[src/rtl/uart_tx_arbiter.sv]
// Round-robin, packet-locked scheduler sharing one Uart8 transmitter among NUM_REQ byte streams.
// Grant holds until the reqLast byte completes; a stall watchdog frees a requester that goes quiet mid-packet.
module uart_tx_arbiter #(
    parameter int NUM_REQ     = 4,
    parameter int GAP_CYCLES  = 0,
    parameter int STALL_LIMIT = 1024
) (
    input  logic                 clk,
    input  logic                 reset,
    input  logic [NUM_REQ-1:0]   reqValid,
    input  logic [8*NUM_REQ-1:0] reqData,
    input  logic [NUM_REQ-1:0]   reqLast,
    output logic [NUM_REQ-1:0]   reqReady,
    output logic [NUM_REQ-1:0]   grant,
    output logic                 abort,
    output logic                 busy,
    output logic                 txEn,
    output logic                 txStart,
    output logic [7:0]           txData,
    input  logic                 txBusy,
    input  logic                 txDone,
    output logic [3:0]           dbgState
);

    localparam int PW = (NUM_REQ > 1) ? $clog2(NUM_REQ) : 1;
    localparam int SW = (STALL_LIMIT > 1) ? $clog2(STALL_LIMIT) : 1;
    localparam int GW = (GAP_CYCLES > 1) ? $clog2(GAP_CYCLES) : 1;

    typedef enum logic [2:0] {
        IDLE  = 3'd0,
        LOAD  = 3'd1,
        START = 3'd2,
        WAIT  = 3'd3,
        GAP   = 3'd4
    } stateT;

    stateT          state, stateNext;
    logic [NUM_REQ-1:0] grantNext;
    logic [PW-1:0]  gIdx, gIdxNext;
    logic [PW-1:0]  ptr, ptrNext;
    logic [7:0]     txDataNext;
    logic           lastFlag, lastNext;
    logic [SW-1:0]  stallCnt, stallNext;
    logic [GW-1:0]  gapCnt, gapNext;
    logic           abortNext;
    logic           doExit;

    logic [PW-1:0]  winIdx;
    logic [PW:0]    cand;
    logic           found;

    // Upward search from ptr+1 with wrap-around; cand is one bit wider so the wrap compare cannot overflow.
    always_comb begin
        winIdx = ptr;
        found  = 1'b0;
        cand   = '0;
        for (int k = 1; k <= NUM_REQ; k++) begin
            cand = {1'b0, ptr} + (PW+1)'(k);
            if (cand >= (PW+1)'(NUM_REQ)) cand = cand - (PW+1)'(NUM_REQ);
            if (!found && reqValid[cand[PW-1:0]]) begin
                found  = 1'b1;
                winIdx = cand[PW-1:0];
            end
        end
    end

    logic       validG;
    logic       lastG;
    logic [7:0] dataG;
    assign validG = reqValid[gIdx];
    assign lastG  = reqLast[gIdx];
    assign dataG  = reqData[{gIdx, 3'b000} +: 8];

    always_comb begin
        stateNext  = state;
        grantNext  = grant;
        gIdxNext   = gIdx;
        ptrNext    = ptr;
        txDataNext = txData;
        lastNext   = lastFlag;
        stallNext  = stallCnt;
        gapNext    = gapCnt;
        abortNext  = 1'b0;
        doExit     = 1'b0;
        case (state)
            IDLE: begin
                if (|reqValid) begin
                    grantNext         = '0;
                    grantNext[winIdx] = 1'b1;
                    gIdxNext          = winIdx;
                    stallNext         = '0;
                    stateNext         = LOAD;
                end
            end
            LOAD: begin
                if (validG) begin
                    txDataNext = dataG;
                    lastNext   = lastG;
                    stallNext  = '0;
                    stateNext  = START;
                end else if (stallCnt == SW'(STALL_LIMIT - 1)) begin
                    abortNext = 1'b1;
                    grantNext = '0;
                    ptrNext   = gIdx;
                    stateNext = IDLE;
                end else begin
                    stallNext = stallCnt + 1'b1;
                end
            end
            START: stateNext = WAIT;
            WAIT: begin
                if (txDone) begin
                    if (GAP_CYCLES > 0) begin
                        gapNext   = '0;
                        stateNext = GAP;
                    end else begin
                        doExit = 1'b1;
                    end
                end
            end
            GAP: begin
                if (gapCnt == GW'(GAP_CYCLES - 1)) doExit = 1'b1;
                else                               gapNext = gapCnt + 1'b1;
            end
            default: stateNext = IDLE;
        endcase
        // Shared exit of the inter-byte gap: release on the last byte, otherwise fetch the next one.
        if (doExit) begin
            stallNext = '0;
            if (lastFlag) begin
                grantNext = '0;
                ptrNext   = gIdx;
                stateNext = IDLE;
            end else begin
                stateNext = LOAD;
            end
        end
    end

    always_ff @(posedge clk or negedge reset) begin
        if (!reset) begin
            state    <= IDLE;
            grant    <= '0;
            gIdx     <= '0;
            ptr      <= PW'(NUM_REQ - 1);
            txData   <= '0;
            lastFlag <= 1'b0;
            stallCnt <= '0;
            gapCnt   <= '0;
            abort    <= 1'b0;
            txEn     <= 1'b0;
        end else begin
            state    <= stateNext;
            grant    <= grantNext;
            gIdx     <= gIdxNext;
            ptr      <= ptrNext;
            txData   <= txDataNext;
            lastFlag <= lastNext;
            stallCnt <= stallNext;
            gapCnt   <= gapNext;
            abort    <= abortNext;
            txEn     <= 1'b1;
        end
    end

    assign reqReady = (state == LOAD) ? grant : '0;
    assign txStart  = (state == START);
    assign busy     = (state != IDLE);
    // Upper bit mirrors the UART busy monitor; sequencing itself only follows txDone.
    assign dbgState = {txBusy, state};

endmodule

[config.mk]
export PLATFORM = sky130hd
export DESIGN_NAME = uart_tx_arbiter
export DESIGN_NICKNAME = d
export VERILOG_FILES = /design/src/rtl/uart_tx_arbiter.sv
export SDC_FILE = /design/constraint.sdc
export NUM_CORES = 1
export LEC_CHECK = 0
export BUFFER_PORTS_ARGS = -buffer_cell sky130_fd_sc_hd__buf_2
export CAP_MARGIN = 20
export CORE_MARGIN = 2
export CORE_UTILIZATION = 44
export CTS_CLUSTER_SIZE = 12
export DETAILED_ROUTE_END_ITERATION = 10
export PLACE_DENSITY = 0.74
export SYNTH_ARGS = -nofsm -noshare
export SYNTH_HDL_FRONTEND = slang
export SYNTH_SLANG_ARGS = --single-unit
[constraint.sdc]
create_clock -name clk -period 1.8 [get_ports clk]
set_input_delay 0.54 -clock clk [delete_from_list [all_inputs] [get_ports clk]]
set_output_delay 0.54 -clock clk [all_outputs]
set_load 0.01 [all_outputs]
==> flow_metrics.tcl, run 1 <==
set metrics [dict create \
    status "complete, no violations" \
    placedCellCount 288 \
    hp-class "primary input to async pin" \
    synthFlopType "dfrtp_1" \
    die_y_um 68.3 \
    grt_start_max_net_pins 32 \
    cts_hold_buf 0 \
    hold_violations 0 \
    start_util 0.455 \
    clockBufferDepth 2 \
    cts_buffers 5 \
    peakVddDrop_v 0.000733 \
    ys.warnings.count 0 \
    use_met1 0.259 \
    ctsHtreeMaxLevel 2 \
    final_util 0.602 \
    cts.sinks 31 \
    multi_input_area_sq_um 955 \
    clock-root-buffer "clkbuf_8" \
    crit_required_ns 1.26 \
    tightest_slew_ns 0.685 \
    rr_startpoint "state[0]$_DFFE_PN0P_" \
    r2r_slack_ns 0.10 \
    clk_latency_ns 0.28 \
    cts_tree "built" \
    maxCapViolCount 0 \
    std_cell_rows 23 \
    total_power_mw 3.46 \
    avgSynthCellArea_sq_um 11.2 \
    stdcell_count 298 \
    final_cell_mix "buf_2, dfrtp_1, buf_4" \
    seqCellArea_sq_um 781 \
    cp-start-kind "flip-flop" \
    nNetsFinal 292 \
    drc_errors 0 \
    drive_gt1_frac 0.520 \
    r2r_end "stallCnt[3]$_DFFE_PN0P_" \
    slew_headroom 0.544 \
    holdWs_ns 0.293 \
    core_sq_um 4000 \
    setup_ws_ns 0.0569 \
    synth-compound-area-share 0.144 \
    synth_top_family_by_area "multiplexers" \
    place_worst_setup_slack_ns -0.143 \
    skew_ns 0.00781 \
    p_leak_nw 1.13 \
    fillers 347 \
    pin_count 68 \
    synth-simple-area-share 0.157 \
    pwr-share-seq 0.334 \
    p_per_area_nw_per_um2 1440 \
    min_period_ns 1.74 \
    worstPathCellList "or2_2 -> buf_2" \
    yosysSeqAreaShare 0.427 \
    synth_xor_area_frac 0 \
    gr-usage-met2 0.305 \
    syn-cell-area_sq_um 1820 \
    synth_edf_count 0 \
    hpwl_mm 3.22 \
    end_kind "output port" \
    reg2reg_depth 5 \
    setup_viol 0 \
    final.period_utilization 0.968 \
    cp_slowest_stage_delay_ns 0.47 \
    dieArea_sq_um 4670 \
    synthArstFlopShare 1.00 \
    crit_arrival_ns 1.20 \
    wl_mm 4.29 \
    clkTransAtPathRegs_ns 0.07 \
    ant_nets 0 \
    rsz0062_at_grt "no" \
    antenna_found_initial 0 \
    grt_pass1_vias 1431 \
    drt-pass1-iter-count 4 \
    p_int_mw 2.19 \
    worst_path_max_delay_cell "dfrtp_2" \
    place_area_sq_um 2300 \
    swShare 0.368 \
    overflow 0 \
    synth_seq_cells 31 \
    portBuffers 64 \
    syn_inst 162 \
    yosysUniqueCellTypes 40 \
    finalMaxSlewViolations 0 \
    cp_top_family "flip-flops" \
    fin_area_sq_um 2410 \
    clockPowerShare 0.154 \
    path_max_fanout 9 \
    grtUsageTotal 0.194 \
    grt_busiest_layer "met2" \
    grt_pass1_wl_mm 6.65 \
    yosys.area_share.adder 0.00687 \
    gr-usage-met3 0.0510 \
    area_delta_synth_final_pct 32.4 \
    crit_type "flip-flop to output port" \
    synth.area.mux_share 0.209 \
    wl_per_cell_um 14.4 \
    combPwrFrac 0.512 \
    path_buf_inv 1 \
    final_common_cell "buf_2" \
    syn_nets 207 \
    finalSetupTns_ns 0 \
    dieWidth_um 68.3 \
    viasPerCell 5.35 \
    via_count 1595 \
    place_congestion 0.828 \
    drt_iter0_markers 60 \
    power_switching_mw 1.27 \
    fmax_ghz 0.574 \
    diodes 0 \
]
[what timing repair did]
action	CTS	global route
setup endpoints to repair	4	5
gates resized for setup	2	3
buffers inserted	0	2
[metal layers]
layer	vias to the layer above	wire, um
li1	777	-
met1	777	1870
met2	36	2240
met3	5	139
met4	0	44
met5	-	0
[layout make-up]
class	count	area share
inverters	3	0.00467
multi-input cells	118	0.396
flip-flops and latches	31	0.324
clock inverters	3	0.00623
well taps	50	0.0260
repair buffers	88	0.214
clock buffers	5	0.0286
[synth_stat cells (all sizes together), types with 3 or more instances]
cell type / instances / area (sq um)
dfrtp: 29 / 726
a31oi: 15 / 93.8
mux2: 12 / 135
nand2: 11 / 41.3
mux4: 10 / 225
buf: 8 / 76.3
nand3: 8 / 40.0
nand2b: 7 / 43.8
nor2: 7 / 26.3
nor3: 6 / 41.3
a21oi: 5 / 25.0
and2: 4 / 25.0
o21ai: 4 / 20.0
a22o: 3 / 26.3
and3: 3 / 18.8
inv: 3 / 11.3
or2: 3 / 18.8
[logic make-up after synthesis]
logic type / after synthesis
simple gates: 53
compound gates: 38
flops: 31
mux: 24
buf+inv: 13
other cells: 2
fa+ha+maj: 1
[flip-flops by register name, indices dropped and copies added (netlist names), 2 cells and up]
| signal | count |
|---|---|
| gIdx | 2 |
| grant | 4 |
| ptr | 2 |
| stallCnt | 10 |
| state | 2 |
| txData | 8 |
[worst max path at each step]
stage                          from                      end  slack [ns]  depth (start not counted)
2_1_floorplan  state[1]$_DFFE_PN0P_  stallCnt[3]$_DFFE_PN0P_       -0.02                          7
3_3_place_gp            reqValid[3]       grant[1]$_DFF_PN0_       -0.11                          6
3_5_place_dp            reqValid[3]     state[0]$_DFFE_PN0P_       -0.14                          7
4_1_cts        state[0]$_DFFE_PN0P_              reqReady[0]       0.007                          4
5_1_grt         gIdx[0]$_DFFE_PN0P_     state[0]$_DFFE_PN0P_       0.005                          6
6_report       state[1]$_DFFE_PN0P_                     busy        0.06                          2
[power by group through the flow]
stage / clock, mW / combinational, mW / sequential (mW)
floorplan: 0 / 1.11 / 1.18
CTS: 0.547 / 1.73 / 1.16
finish: 0.533 / 1.77 / 1.16
global route: 0.583 / 1.92 / 1.20
global placement: 0 / 1.70 / 1.15
detailed placement: 0 / 1.72 / 1.16
Note: power is estimated with default switching activity, not from simulation.
==> run 2, diff against run 1 <==
--- a/config.mk
+++ b/config.mk
@@ -9,8 +9,8 @@
 export CAP_MARGIN = 20
 export CORE_MARGIN = 2
-export CORE_UTILIZATION = 44
+export CORE_UTILIZATION = 49
 export CTS_CLUSTER_SIZE = 12
 export DETAILED_ROUTE_END_ITERATION = 10
-export PLACE_DENSITY = 0.74
+export PLACE_DENSITY = 0.78
 export SYNTH_ARGS = -nofsm -noshare
 export SYNTH_HDL_FRONTEND = slang
==> constraint.sdc (replaced) <==
create_clock -name clk -period 1.64 [get_ports clk]
set_input_delay 0.492 -clock clk [delete_from_list [all_inputs] [get_ports clk]]
set_output_delay 0.492 -clock clk [all_outputs]
set_load 0.02 [all_outputs]
==> flow_metrics.tcl, run 2 (same netlist as run 1, synthesis figures left out) <==
set metrics [dict create \
    status "finished with violations" \
    failed_checks "negative setup slack" \
    wl_met3_um 335 \
    place_congestion 0.897 \
    crit_type "flip-flop to flip-flop" \
    final_util 0.754 \
    dieArea_sq_um 4220 \
    min_period_ns 1.77 \
    finalSetupTns_ns -2.39 \
    clockBufferDepth 2 \
    r2r_slack_ns -0.13 \
    grt_start_max_net_pins 26 \
    hold_violations 0 \
    die_y_um 65.0 \
    tightest_slew_ns 0.523 \
    hpwl_mm 3.50 \
    cp-start-kind "flip-flop" \
    top_register "stallCnt" \
    finalMaxSlewViolations 0 \
    drt_iter0_markers 115 \
    rsz0062_at_grt "yes" \
    viasPerCell 5.67 \
    wl_mm 5.11 \
    via_count 1785 \
    skew_ns 0.00900 \
    path_max_fanout 4 \
    rr_startpoint "gIdx[0]$_DFFE_PN0P_" \
    final_cell_mix "buf_2, buf_4, dfrtp_1" \
    drt-pass1-iter-count 4 \
    clkTransAtPathRegs_ns 0.07 \
    cts_tree "built" \
    portBuffers 64 \
    peakVddDrop_v 0.00115 \
    diodes 0 \
    hp-class "primary input to async pin" \
    m1WireLength_mm 1.86 \
    cts_buffers 5 \
    clk_latency_ns 0.29 \
    maxCapViolCount 0 \
    std_cell_rows 22 \
    grt_pass1_wl_mm 7.53 \
    fmax_ghz 0.565 \
    crit_arrival_ns 1.94 \
    reg2reg_depth 5 \
    top_layer_used "met4" \
    crit_start "gIdx[0]$_DFFE_PN0P_" \
    r2r_end "txData[6]$_DFFE_PN0P_" \
    nNetsFinal 311 \
    area_delta_synth_final_pct 49.4 \
    ant_nets 0 \
    overflow 0 \
    p_per_area_nw_per_um2 1670 \
    p_leak_nw 1.28 \
    reg_top3 "stallCnt x10, txData x8, grant x4" \
    routed-wl-met2_mm 2.75 \
    drc_errors 0 \
    setup_ws_ns -0.129 \
    final_common_cell "buf_2" \
    antenna_found_initial 0 \
    largest_reg_flops 10 \
    clock-root-buffer "clkbuf_8" \
    final.period_utilization 1.08 \
    ctsHtreeMaxLevel 2 \
    core_sq_um 3610 \
    cts.sinks 31 \
    dieWidth_um 65.0 \
    grtUsageTotal 0.239 \
    cts_hold_buf 0 \
    end_kind "flip-flop" \
    pin_count 68 \
    start_util 0.505 \
    drive_gt1_frac 0.607 \
    grt_pass1_vias 1766 \
    crit_required_ns 1.81 \
    fillers 258 \
    holdWs_ns 0.167 \
    setup_viol 28 \
    total_power_mw 4.54 \
    slew_headroom 0.651 \
    place_worst_setup_slack_ns -0.339 \
    wl_per_cell_um 16.2 \
]
==> run 2: repair_timing <==
item / 4_1_cts / 5_1_grt
pin swaps: 4 / 11
setup endpoints to repair: 29 / 31
cloned: 0 / 2
hold endpoints to repair: 0 / 0
setup buffers: 4 / 4
resized for setup: 27 / 13
==> run 2: final cells by class <==
cell class / instances / area, sq um / area share
Tap cell: 48 / 60.1 / 0.0221
Inverter: 3 / 11.3 / 0.00414
Clock buffer: 7 / 86.3 / 0.0317
Multi-Input combinational cell: 119 / 1070 / 0.392
Clock inverter: 1 / 5.00 / 0.00184
Sequential cell: 31 / 781 / 0.287
Timing Repair Buffer: 106 / 711 / 0.261
==> run 2: worst max-delay path by stage <==
| stage | to | slack (ns) | cells after the start |
|---|---|---|---|
| 6_report | txData[6]$_DFFE_PN0P_ | -0.13 | 5 |
| 5_1_grt | stallCnt[9]$_DFFE_PN0P_ | -0.19 | 6 |
| 4_1_cts | grant[3]$_DFF_PN0_ | -0.08 | 5 |
| 3_5_place_dp | txData[2]$_DFFE_PN0P_ | -0.34 | 5 |
| 3_3_place_gp | txData[3]$_DFFE_PN0P_ | -0.29 | 5 |
| 2_1_floorplan | stallCnt[8]$_DFFE_PN0P_ | -0.09 | 6 |
==> run 2: per-stage QoR <==
stage	std cells	area, sq um
6_report	315	2720
3_5_place_dp	298	2390
2_1_floorplan	162	1830
3_3_place_gp	298	2390
5_1_grt	315	2720
4_1_cts	310	2590
==> run 2: metal layers <==
layer,up-vias,track usage
li1,821,-
met1,867,0.234
met2,82,0.468
met3,15,0.0694
met4,0,0.0798
met5,-,0
==> run 2: critical path: stages (launching register included) <==
cell and delay (ns):
dfrtp_1 0.38, mux4_2 0.56, buf_4 0.17, buf_6 0.13, nand2_4 0.09, mux2_2 0.33
==> run 2: where the power goes <==
group          internal [mW]  switching [mW]  leakage [nW]  total, mW
Combinational           1.38            1.25         0.843       2.63
Sequential              1.05           0.234         0.387       1.28
Clock                  0.338           0.289        0.0482      0.627
Total                   2.76            1.78          1.28       4.54
==> run 3, diff against run 2 <==
SKIP_CTS_REPAIR_TIMING = 1   (was default)
==> flow_metrics.tcl, run 3 (same netlist as run 1, synthesis figures left out) <==
set metrics [dict create \
    pin_count 68 \
    area_delta_synth_final_pct 49.9 \
    min_period_ns 1.77 \
    rr_startpoint "gIdx[0]$_DFFE_PN0P_" \
    r2r_end "stallCnt[5]$_DFFE_PN0P_" \
    reg_top3 "stallCnt x10, txData x8, grant x4" \
    final_cell_mix "buf_2, buf_4, dfrtp_1" \
    drive_gt1_frac 0.602 \
    grtUsageTotal 0.225 \
    dieWidth_um 65.0 \
    wl_per_cell_um 16.8 \
    place_congestion 0.897 \
    largest_reg_flops 10 \
    fillers 257 \
    ant_nets 0 \
    cts.sinks 31 \
    hold_violations 0 \
    clock-root-buffer "clkbuf_8" \
    place_area_sq_um 2390 \
    peakVddDrop_v 0.00115 \
    tightest_slew_ns 0.524 \
    path_max_fanout 9 \
    end_kind "flip-flop" \
    clkTransAtPathRegs_ns 0.07 \
    dieArea_sq_um 4220 \
    portBuffers 64 \
    die_y_um 65.0 \
    diodes 0 \
    drt-pass1-iter-count 5 \
    via_count 1811 \
    clk_latency_ns 0.29 \
    maxCapViolCount 0 \
    hp-class "primary input to async pin" \
    path_buf_inv 2 \
    cp_slowest_stage_delay_ns 0.56 \
    hpwl_mm 3.50 \
    status "finished with violations" \
    p_per_area_nw_per_um2 1690 \
    crit_type "flip-flop to flip-flop" \
    wl_mm 5.28 \
    final_util 0.757 \
    p_leak_nw 1.27 \
    critPathMostFrequentCell "a31oi_1" \
    failed_checks "negative setup slack" \
    antenna_found_initial 0 \
    drt_iter0_markers 106 \
    fin_area_sq_um 2730 \
    crit_required_ns 1.85 \
    setup_ws_ns -0.132 \
    holdWs_ns 0.173 \
    overflow 0 \
    crit_arrival_ns 1.98 \
    cts_tree "built" \
    skew_ns 0.00689 \
    grt_start_max_net_pins 26 \
    grt_pass1_vias 1727 \
    ctsHtreeMaxLevel 2 \
    start_util 0.505 \
    std_cell_rows 22 \
    worstPathCellList "mux4_2 -> nor3_4 -> buf_6 -> clkbuf_16 -> a31oi_1 -> a31oi_1" \
    slew_headroom 0.650 \
    multi_input_area_sq_um 1060 \
    stdcell_count 314 \
    finalMaxSlewViolations 0 \
    final.period_utilization 1.08 \
    setup_viol 29 \
    clockBufferDepth 2 \
    final_common_cell "buf_2" \
    viasPerCell 5.77 \
    seqCellArea_sq_um 781 \
    top_register "stallCnt" \
    cp-start-kind "flip-flop" \
    placedCellCount 298 \
    cp_top_family "multiplexers" \
    rsz0062_at_grt "yes" \
    cts_buffers 5 \
    place_worst_setup_slack_ns -0.339 \
    fmax_ghz 0.564 \
    reg2reg_depth 6 \
    core_sq_um 3610 \
    worst_path_max_delay_cell "mux4_2" \
    r2r_slack_ns -0.13 \
    finalSetupTns_ns -2.38 \
    drc_errors 0 \
    nNetsFinal 310 \
    grt_pass1_wl_mm 7.15 \
    total_power_mw 4.60 \
]
==> run 3: cell types whose count changed in the layout (fill, tap and decap cells not counted), sizes merged <==
| cell | before | now |
|---|---|---|
| clkbuf | 8 | 9 |
| buf | 105 | 103 |
==> run 3: how the worst max path moves through the flow <==
| stage | from | to | slack (ns) | cells after the start |
|---|---|---|---|---|
| 2_1_floorplan | reqValid[3] | stallCnt[8]$_DFFE_PN0P_ | -0.09 | 6 |
| 3_3_place_gp | reqValid[3] | txData[3]$_DFFE_PN0P_ | -0.29 | 5 |
| 3_5_place_dp | reqValid[3] | txData[2]$_DFFE_PN0P_ | -0.34 | 5 |
| 4_1_cts | state[0]$_DFFE_PN0P_ | reqReady[2] | -0.30 | 4 |
| 5_1_grt | gIdx[0]$_DFFE_PN0P_ | stallCnt[3]$_DFFE_PN0P_ | -0.20 | 6 |
| 6_report | gIdx[0]$_DFFE_PN0P_ | stallCnt[5]$_DFFE_PN0P_ | -0.13 | 6 |
==> run 3: area by class of cell <==
class | count | share of cell area
clock inverters | 1 | 0.00183
flip-flops and latches | 31 | 0.286
inverters | 3 | 0.00413
well taps | 48 | 0.0220
repair buffers | 105 | 0.264
multi-input cells | 119 | 0.390
clock buffers | 7 | 0.0316
==> run 3: per-layer routing <==
layer | global-route usage | vias to the layer above | part of all wire
met1 | 0.230 | 886 | 0.38
met3 | 0.0729 | 19 | 0.064
met2 | 0.416 | 88 | 0.53
met5 | 0 | - | 0
met4 | 0.0931 | 0 | 0.027
li1 | - | 818 | -
==> run 3: where the power goes <==
part | switching (mW) | internal [mW] | leakage (nW) | total, mW
logic | 1.28 | 1.40 | 0.831 | 2.68
registers | 0.239 | 1.05 | 0.387 | 1.29
clock network | 0.289 | 0.338 | 0.0482 | 0.627
total | 1.81 | 2.79 | 1.27 | 4.60
